File: config.mk
export PLATFORM = sky130hd
export DESIGN_NAME = vec_wb_ser4
export DESIGN_NICKNAME = d
export VERILOG_FILES = /design/src/rtl/vec_pkg.sv /design/src/rtl/fp16_sat4.sv /design/src/rtl/vec_wb_ser4.sv
export SDC_FILE = /design/constraint.sdc
export NUM_CORES = 1
export LEC_CHECK = 0
export ABC_AREA = 1
export CORE_MARGIN = 3
export CORE_UTILIZATION = 40
export DETAILED_ROUTE_END_ITERATION = 10
export PLACE_DENSITY_LB_ADDON = 0.3
export SLEW_MARGIN = 0
export SYNTH_ARGS = -nofsm -noshare
export SYNTH_HDL_FRONTEND = slang
export SYNTH_HIERARCHICAL = 1
export SYNTH_SLANG_ARGS = --single-unit
export TNS_END_PERCENT = 100
File: constraint.sdc
create_clock -name clk -period 3.1 [get_ports clk]
set_input_delay 0.775 -clock clk [delete_from_list [all_inputs] [get_ports clk]]
set_output_delay 0.775 -clock clk [all_outputs]
set_load 0.02 [all_outputs]
File: src/rtl/vec_pkg.sv
`default_nettype none
// ============================================================================
// vec_pkg : shared lane geometry, fp16 constants and writeback FSM encoding
// Revision: 1.0
// ============================================================================
package vec_pkg;

   localparam logic [14:0] FP16_MAX_MAG   = 15'h7BFF;
   localparam int          LANES          = 16;
   localparam int          LANES_PER_BEAT = 4;
   localparam int          LANE_W         = 16;
   localparam int          BEAT_W         = LANES_PER_BEAT * LANE_W;
   localparam int          VEC_W          = LANES * LANE_W;

   typedef enum logic [2:0] {
      ST_IDLE  = 3'd0,
      ST_BEAT0 = 3'd1,
      ST_BEAT1 = 3'd2,
      ST_BEAT2 = 3'd3,
      ST_BEAT3 = 3'd4,
      ST_FIN   = 3'd5
   } wb_state_e;

   function automatic logic is_beat(input wb_state_e s);
      return (s == ST_BEAT0) || (s == ST_BEAT1) || (s == ST_BEAT2) || (s == ST_BEAT3);
   endfunction

   // Beat number for a BEATk state; meaningless (but harmless) elsewhere.
   function automatic logic [1:0] beat_idx(input wb_state_e s);
      logic [2:0] d;
      d = 3'(s) - 3'(ST_BEAT0);
      return d[1:0];
   endfunction

endpackage
`default_nettype wire

File: src/rtl/fp16_sat4.sv
`default_nettype none
// ============================================================================
// fp16_sat4 : 4-lane fp16 saturator, overflowed lanes become signed max-finite
// Revision: 1.0
// ============================================================================
module fp16_sat4
   import vec_pkg::*;
#(
   parameter int SATURATE = 1
) (
   input  logic [BEAT_W-1:0]         data_i,
   input  logic [LANES_PER_BEAT-1:0] ovfl_i,
   output logic [BEAT_W-1:0]         data_o
);

   for (genvar i = 0; i < LANES_PER_BEAT; i++) begin : g_lane
      logic [LANE_W-1:0] w_lane;
      assign w_lane = data_i[i*LANE_W +: LANE_W];
      assign data_o[i*LANE_W +: LANE_W] =
         ((SATURATE != 0) && ovfl_i[i]) ? {w_lane[LANE_W-1], FP16_MAX_MAG} : w_lane;
   end

endmodule
`default_nettype wire

File: src/rtl/vec_wb_ser4.sv
`default_nettype none
// ============================================================================
// vec_wb_ser4 : 4-beat vector register-file writeback with one pending slot
// Revision: 1.0
// ============================================================================
module vec_wb_ser4
   import vec_pkg::*;
#(
   parameter int REG_AW   = 3,
   parameter int SATURATE = 1
) (
   input  logic              clk,
   input  logic              rst_n,
   input  logic              done,
   input  logic [255:0]      product,
   input  logic [15:0]       ovfl,
   input  logic [REG_AW-1:0] dest,
   input  logic              clr_sticky,
   output logic              wr_en,
   output logic [REG_AW+1:0] wr_addr,
   output logic [63:0]       wr_data,
   output logic              busy,
   output logic              wb_done,
   output logic              ovf_sticky,
   output logic              lost
);

   wb_state_e            state_q, state_d;
   logic [VEC_W-1:0]     act_data_q, act_data_d;
   logic [LANES-1:0]     act_ovfl_q, act_ovfl_d;
   logic [REG_AW-1:0]    act_dest_q, act_dest_d;
   logic                 pend_valid_q, pend_valid_d;
   logic [VEC_W-1:0]     pend_data_q, pend_data_d;
   logic [LANES-1:0]     pend_ovfl_q, pend_ovfl_d;
   logic [REG_AW-1:0]    pend_dest_q, pend_dest_d;
   logic                 sticky_d, lost_d;

   logic                 w_buffer_done;
   logic                 w_wr_en;
   logic [1:0]           w_beat;
   logic [BEAT_W-1:0]    w_beat_data;
   logic [3:0]           w_beat_ovfl;
   logic [BEAT_W-1:0]    w_sat_data;

   // A done arriving mid-writeback goes to the pending slot; in FIN with an
   // empty slot it is started directly, which is externally indistinguishable.
   assign w_buffer_done = (state_q != ST_IDLE) && !((state_q == ST_FIN) && !pend_valid_q);

   always_comb begin
      state_d      = state_q;
      act_data_d   = act_data_q;
      act_ovfl_d   = act_ovfl_q;
      act_dest_d   = act_dest_q;
      pend_valid_d = pend_valid_q;
      pend_data_d  = pend_data_q;
      pend_ovfl_d  = pend_ovfl_q;
      pend_dest_d  = pend_dest_q;
      lost_d       = lost;

      case (state_q)
         ST_IDLE: begin
            if (done) begin
               act_data_d = product;
               act_ovfl_d = ovfl;
               act_dest_d = dest;
               state_d    = ST_BEAT0;
            end
         end
         ST_BEAT0: state_d = ST_BEAT1;
         ST_BEAT1: state_d = ST_BEAT2;
         ST_BEAT2: state_d = ST_BEAT3;
         ST_BEAT3: state_d = ST_FIN;
         ST_FIN: begin
            if (pend_valid_q) begin
               act_data_d   = pend_data_q;
               act_ovfl_d   = pend_ovfl_q;
               act_dest_d   = pend_dest_q;
               pend_valid_d = 1'b0;
               state_d      = ST_BEAT0;
            end else if (done) begin
               act_data_d = product;
               act_ovfl_d = ovfl;
               act_dest_d = dest;
               state_d    = ST_BEAT0;
            end else begin
               state_d = ST_IDLE;
            end
         end
         default: state_d = ST_IDLE;
      endcase

      if (done && w_buffer_done) begin
         if (pend_valid_q) begin
            lost_d = 1'b1;
         end else begin
            pend_valid_d = 1'b1;
            pend_data_d  = product;
            pend_ovfl_d  = ovfl;
            pend_dest_d  = dest;
         end
      end

      sticky_d = ovf_sticky;
      if ((state_q == ST_BEAT0) && (|act_ovfl_q)) begin
         sticky_d = 1'b1;
      end else if (clr_sticky) begin
         sticky_d = 1'b0;
      end
   end

   // Outputs are registered, so the beat is selected from next-state values.
   assign w_wr_en     = is_beat(state_d);
   assign w_beat      = beat_idx(state_d);
   assign w_beat_data = act_data_d[{w_beat, 6'd0} +: BEAT_W];
   assign w_beat_ovfl = act_ovfl_d[{w_beat, 2'd0} +: LANES_PER_BEAT];

   fp16_sat4 #(
      .SATURATE (SATURATE)
   ) u_sat (
      .data_i (w_beat_data),
      .ovfl_i (w_beat_ovfl),
      .data_o (w_sat_data)
   );

   always_ff @(posedge clk or negedge rst_n) begin
      if (!rst_n) begin
         state_q      <= ST_IDLE;
         act_data_q   <= '0;
         act_ovfl_q   <= '0;
         act_dest_q   <= '0;
         pend_valid_q <= 1'b0;
         pend_data_q  <= '0;
         pend_ovfl_q  <= '0;
         pend_dest_q  <= '0;
         wr_en        <= 1'b0;
         wr_addr      <= '0;
         wr_data      <= '0;
         busy         <= 1'b0;
         wb_done      <= 1'b0;
         ovf_sticky   <= 1'b0;
         lost         <= 1'b0;
      end else begin
         state_q      <= state_d;
         act_data_q   <= act_data_d;
         act_ovfl_q   <= act_ovfl_d;
         act_dest_q   <= act_dest_d;
         pend_valid_q <= pend_valid_d;
         pend_data_q  <= pend_data_d;
         pend_ovfl_q  <= pend_ovfl_d;
         pend_dest_q  <= pend_dest_d;
         wr_en        <= w_wr_en;
         wr_addr      <= w_wr_en ? {act_dest_d, w_beat} : '0;
         wr_data      <= w_wr_en ? w_sat_data : '0;
         busy         <= (state_d != ST_IDLE) || pend_valid_d;
         wb_done      <= (state_d == ST_FIN);
         ovf_sticky   <= sticky_d;
         lost         <= lost_d;
      end
   end

endmodule
`default_nettype wire

* Word level (Yosys, flattened, before mapping)
Index checks and enable logic that the tools add are counted.
** Storage, ports and cells
- Flip-flop bits (word level) :: 628
- Input bits :: 279
- Output and inout port bits :: 74
- Logic and storage cells :: 70
** Cells by class
- Add/subtract/negate cells :: 1
- Equality and inequality tests :: 10
- Shift-type cells :: 2
- Multiplexer cells :: 24
- Bitwise operators :: 1
- Reductions and logical operators :: 17
** Operator list (number)
- $mux 256 :: 2
- $pmux 256 s2 :: 1
- $shiftx 256x9->64 :: 1
- $mux 64 :: 1
- $mux 15 :: 4
- $mux 16 :: 2
- $pmux 16 s2 :: 1
- $pmux 3 s6 :: 1
- $reduce_or 16->1 :: 1
- $shiftx 16x5->4 :: 1
- $eq 3x2->1 const B :: 4
- $eq 3x3->1 const B :: 4
- $mux 3 :: 3
- $mux 1 :: 7
- $eq 3x1->1 const B :: 2
- $pmux 3 s2 :: 1
- $reduce_bool 3->1 :: 2
- $mux 5 :: 1
- $logic_and 1x1->1 :: 4
- $logic_or 1x1->1 :: 4
- $reduce_and 2->1 :: 2
- $logic_not 3->1 :: 1
- $logic_not 1->1 :: 2
- $reduce_bool 2->1 :: 1
- other kinds (2) :: 2

* Depth between registers and ports, before layout
- Depth in word-level cells :: 8
- Mapped depth :: 19
- Gate-level depth less buffers :: 13

* Modules after synthesis
The synthesis kept the hierarchy.
** By module, submodules not included
- vec_wb_ser4 :: times used 1, cells an instance 4668, area each 33225.6 um2, sequential area each 15715.1 um2
- fp16_sat4 :: times used 1, cells an instance 132, area each 540.5 um2, sequential area each 0.0 um2

* Worst setup path before layout
Ideal clock, no wire load.
- Kind :: input -> register
- Start point :: in done
- End point :: reg wr_data[11]
- Library setup time :: 72 ps
- Arrival :: 3278 ps
- Data required time :: 3028 ps
- Slack :: -249 ps
- Stages on the path :: 19
- Buffers on the path :: 8
- Path through :: buf_4 inv_2 buf_4 nand2_1 nand3_1 nand3_1 buf_2 buf_2 ha_1 clkbuf_1 clkbuf_1 buf_1 nand3_1 nand2_1 inv_2 buf_6 nand2_1 inv_1 nor2_1
** Between the ends
- Elaborated cells on any way between the ends :: 22
- Classes of those cells :: 1 x add/sub; 4 x eq/ne; 2 x shift; 12 x mux; 3 x reduce/logical
** RTL lines
- start: declaration :: RTL line vec_wb_ser4.sv:14 : input logic done,
- $mux 1 :: RTL line vec_wb_ser4.sv:80 : end else if (done) begin
- $mux 1 :: RTL line vec_wb_ser4.sv:74 : if (pend_valid_q) begin
- $pmux 3 s6 * :: RTL line vec_wb_ser4.sv:60 : case (state_q)
- net state_d[0] :: RTL line vec_wb_ser4.sv:28 : wb_state_e state_q, state_d;
- $sub 2x1->2 * :: RTL line vec_pkg.sv:31 : d = 3'(s) - 3'(ST_BEAT0);
- $shiftx 16x5->4 * :: RTL line vec_wb_ser4.sv:115 : assign w_beat_ovfl = act_ovfl_d[{w_beat, 2'd0} +: LANES_PER_BEAT];
- net w_beat_ovfl[0] :: RTL line vec_wb_ser4.sv:42 : logic [3:0] w_beat_ovfl;
- $mux 15 * :: RTL line fp16_sat4.sv:20 : ((SATURATE != 0) && ovfl_i[i]) ? {w_lane[LANE_W-1], FP16_MAX_MAG} : w_lane;
- net w_sat_data[11] :: RTL line vec_wb_ser4.sv:43 : logic [BEAT_W-1:0] w_sat_data;
- $mux 64 * :: RTL line vec_wb_ser4.sv:153 : wr_data <= w_wr_en ? w_sat_data : '0;
- end signal: assignment :: RTL line vec_wb_ser4.sv:153
- end: declaration :: RTL line vec_wb_ser4.sv:21 : output logic [63:0] wr_data,
The timed path passes the listed nets; every way through them passes the cells marked *.
A chain may end at the register's enable or synchronous reset.

* Worst setup path after layout
- Start point :: reg state_q[1]
- End point :: reg wr_data[51]
** Between the ends
- Elaborated cells on any way between the ends :: 22
- Classes of those cells :: 1 x add/sub; 9 x eq/ne; 2 x shift; 6 x mux; 4 x reduce/logical
** RTL lines
- start: declaration :: RTL line vec_wb_ser4.sv:28
- start signal: assignment :: RTL line vec_wb_ser4.sv:143 : state_q <= state_d;
- $eq 3x3->1 (tied with other cells) :: RTL line vec_wb_ser4.sv:60
- $pmux 3 s6 :: RTL line vec_wb_ser4.sv:60
- $sub 2x1->2 :: RTL line vec_pkg.sv:31
- $shiftx 256x9->64 * :: RTL line vec_wb_ser4.sv:114 : assign w_beat_data = act_data_d[{w_beat, 6'd0} +: BEAT_W];
- net w_beat_data[51] :: RTL line vec_wb_ser4.sv:41 : logic [BEAT_W-1:0] w_beat_data;
- $mux 15 * :: RTL line fp16_sat4.sv:20
- net w_sat_data[51] :: RTL line vec_wb_ser4.sv:43
- $mux 64 * :: RTL line vec_wb_ser4.sv:153
Marks and branches as above.

==> out/results.tsv <==
metric	value	unit
number of hold buffers added after CTS	0	
clk slew on worst S/H paths	60	ps
DRT iter0 DRCs	4167	
Post-CTS Setup Inserts	0	
drt via density	5.27	
gr busiest metal	met1	
XOR/XNOR share of the synthesized area	0	%
aggregate negative setup slack	0	ps
initial antenna violation count	3	
Hold Worst Slack	118	ps
Slowest-stage cell, CP	dfrtp_1	
Post-Synth Simple-Gate Area	32.4	%
adder-cell area share of the yosys netlist	0.148	%
CP Capture Type	flop	
worst slew pin tran	1010	ps
Worst setup SP type	flop	
TritonCTS clock tree	done	
f_max	365	MHz
CTS sink cnt	628	
status	complete, no violations	
r2r setup slk	360	ps
max-slew violations	0	
first-pass GRT wire length	191	mm
Critical Path Most Common Cell	nand2_1	
I/O pins	353	
final RePlAce weighted congestion	0.923	
Die W	297	um
Avg Cell Area, Syn	7.03	um2
layout net count	5325	
# rows	105	
GRT met2 Usage	40.7	%
met3 Track Usage GR	6.34	%
clk root buf	clkbuf_16	
M1 GR Usage	41.7	%
Max stage delay on crit path	460	ps
vias post-DR	32800	
Die Area	87900	um2
Lkg Pwr	22.0	nW
routed wire length	128	mm
Tcrit/Tclk final	88.4	%
global-route usage over all layers	28.7	%
Cell Area, Synth	33800	um2
largest family of logic cells by synthesized area	simple AND/OR/NAND/NOR gates	
Reg2Reg Launch Point	state_q[1]	
pwr dens	1310	nW/um2
port bufs	352	
CP cell instances	inv_2 -> nand3_4 -> o21ai_4 -> buf_12 -> nand2_1 -> nand3_1 -> nand3_1 -> nand2_1 -> inv_1 -> nand2_1 -> inv_1 -> nor2_1	
Reg2Reg Depth	12	
htree depth	3	
unrepaired setup endpoints after global routing	false	
TritonRoute pass-1 iters	6	
Num CTS Buffers	71	
starting density of the core	40.7	%
placed cells	6092	
pin count of the biggest net entering global routing	104	
vias in the first global route	30300	
Ys Warns	6	
mux contribution to synthesized area	0	%
layout cells sized above 1	5.69	%
Slew HR	32.8	%
max_cap viols	0	
final non-filler cell total	6219	
CP Class	reg -> reg	
Worst Hold Class	in -> async	
half-perimeter wire length after placement	89.4	mm
post-synthesis register bit count	628	
total global routing overflow	0	
crit path DAT	3280	ps
final hold violations	0	
CP Max Fanout	79	
Max VDD drop	1.24	mV
core outline area	82900	um2
Residual DRC	0	
CP Data Required Time	3640	ps
post-route ant nets	0	
# fillers	8026	
Buf+Inv Stages, Crit Path	4	
final instance area	41500	um2
Clk Latency, worst-skew pair	630	ps
storage element area	15700	um2
multi-input logic area	13900	um2
CTS max path bufs	3	
Tot Pwr	0.0544	W
drt wl/cell	20.5	um
cell family with most CP delay	simple AND/OR/NAND/NOR gates	
Crit Reg-Reg Endpoint	wr_data[51]	
Placed Area	39200	um2
Syn Nets	5083	
post-CTS sizing	0	
Die Ht	297	um
Clock Skews	34.2	ps
setup violators final	0	
register area share after synthesis	46.5	%
synth unique cells	25	
post-synthesis cell count	4800	
Synth Area in Compound Gates	8.30	%
Layout Area Growth over Synthesis	22.8	%
minimum clock period	2740	ps
## area by class of cell
type	instances	share of cell area, %
timing repair buffer	508	13.2
inverter	708	6.43
clock buffer	106	5.19
multi-input combinational	3125	33.5
sequential	628	37.9
tap	1123	3.39
clock inverter	18	0.350
antenna	3	0.0181
## routing by layer
layer	wire length, um	vias to the layer above
met2	53300	1604
met4	6300	4
met1	54900	15300
li1	-	15600
met3	13000	240
met5	27	-
## power by group
group	total (W)	switching [W]	internal [W]
combinational	0.0315	0.0211	0.0104
sequential	0.0144	0.00227	0.0121
clock	0.00847	0.00358	0.00489
total	0.0544	0.0270	0.0275
## worst register-to-register path: cells and delay by family, from the launching register on
kind	cells	cell delay [ps]
AO/OA/AOI/OAI	1	390
buffers and inverters	4	560
AND/OR/NAND/NOR	7	1260
flip-flops	1	460
## through the flow
| step | utilization [%] | worst slack (ps) |
|---|---|---|
| finish | 50.0 | 361 |
| global route | 50.0 | 208 |
| CTS | 50.0 | 410 |
| detailed placement | 47.2 | -12.5 |
| global placement | 47.2 | 26.7 |
| floorplan | - | 23.8 |
## flip-flops by register name (all words and copies together), names as in the netlist
name / cells
act_data_q: 256
act_dest_q: 3
act_ovfl_q: 16
busy: 1
lost: 1
ovf_sticky: 1
pend_data_q: 256
pend_dest_q: 3
pend_ovfl_q: 16
pend_valid_q: 1
state_q: 3
wb_done: 1
wr_addr: 5
wr_data: 64
wr_en: 1
## cells in the mapped netlist, drive strengths merged
cell / number / area share (%)
a21oi: 3 / 0.044
buf: 216 / 3.4
clkbuf: 123 / 1.4
clkinv: 1 / 0.011
dfrtp: 628 / 47
ha: 4 / 0.15
inv: 707 / 7.9
nand2: 1586 / 18
nand3: 756 / 11
nand3b: 1 / 0.022
nand4: 140 / 2.6
nor2: 77 / 0.86
nor3: 1 / 0.015
o21ai: 555 / 8.2
o21bai: 1 / 0.022
or2: 1 / 0.019
## how the worst max path moves through the flow
stage | start | end | slack, ps | cells past startpoint
2_1_floorplan | done | wr_data[55] | 20 | 19
3_3_place_gp | done | wr_data[50] | 30 | 15
3_5_place_dp | done | wr_data[49] | -10 | 15
4_1_cts | state_q[1] | wr_data[51] | 410 | 12
5_1_grt | state_q[1] | wr_data[0] | 210 | 13
6_report | state_q[1] | wr_data[51] | 360 | 12
## kinds of logic (layout without fill, tap and decap cells)
family | count (synthesis) | count (layout)
adders and majority gates | 4 | 4
and+or+nand+nor | 2562 | 2562
AOI/OAI and AO/OA | 559 | 559
other | 0 | 3
DFF | 628 | 628
buffers and inverters | 1047 | 1340
## cells in the final DEF (no fill, tap or decap), drive strengths merged, types with 3 or more instances in the layout
cell type and n:
o21ai 555, clkdlybuf4s50 351, dfrtp 628, nor2 77, nand2 1586, a21oi 3
nand4 140, ha 4, diode 3, nand3 756, buf 157, clkinvlp 3
clkinv 12, inv 710, clkbuf 106
(Power assumes the default switching activity.)
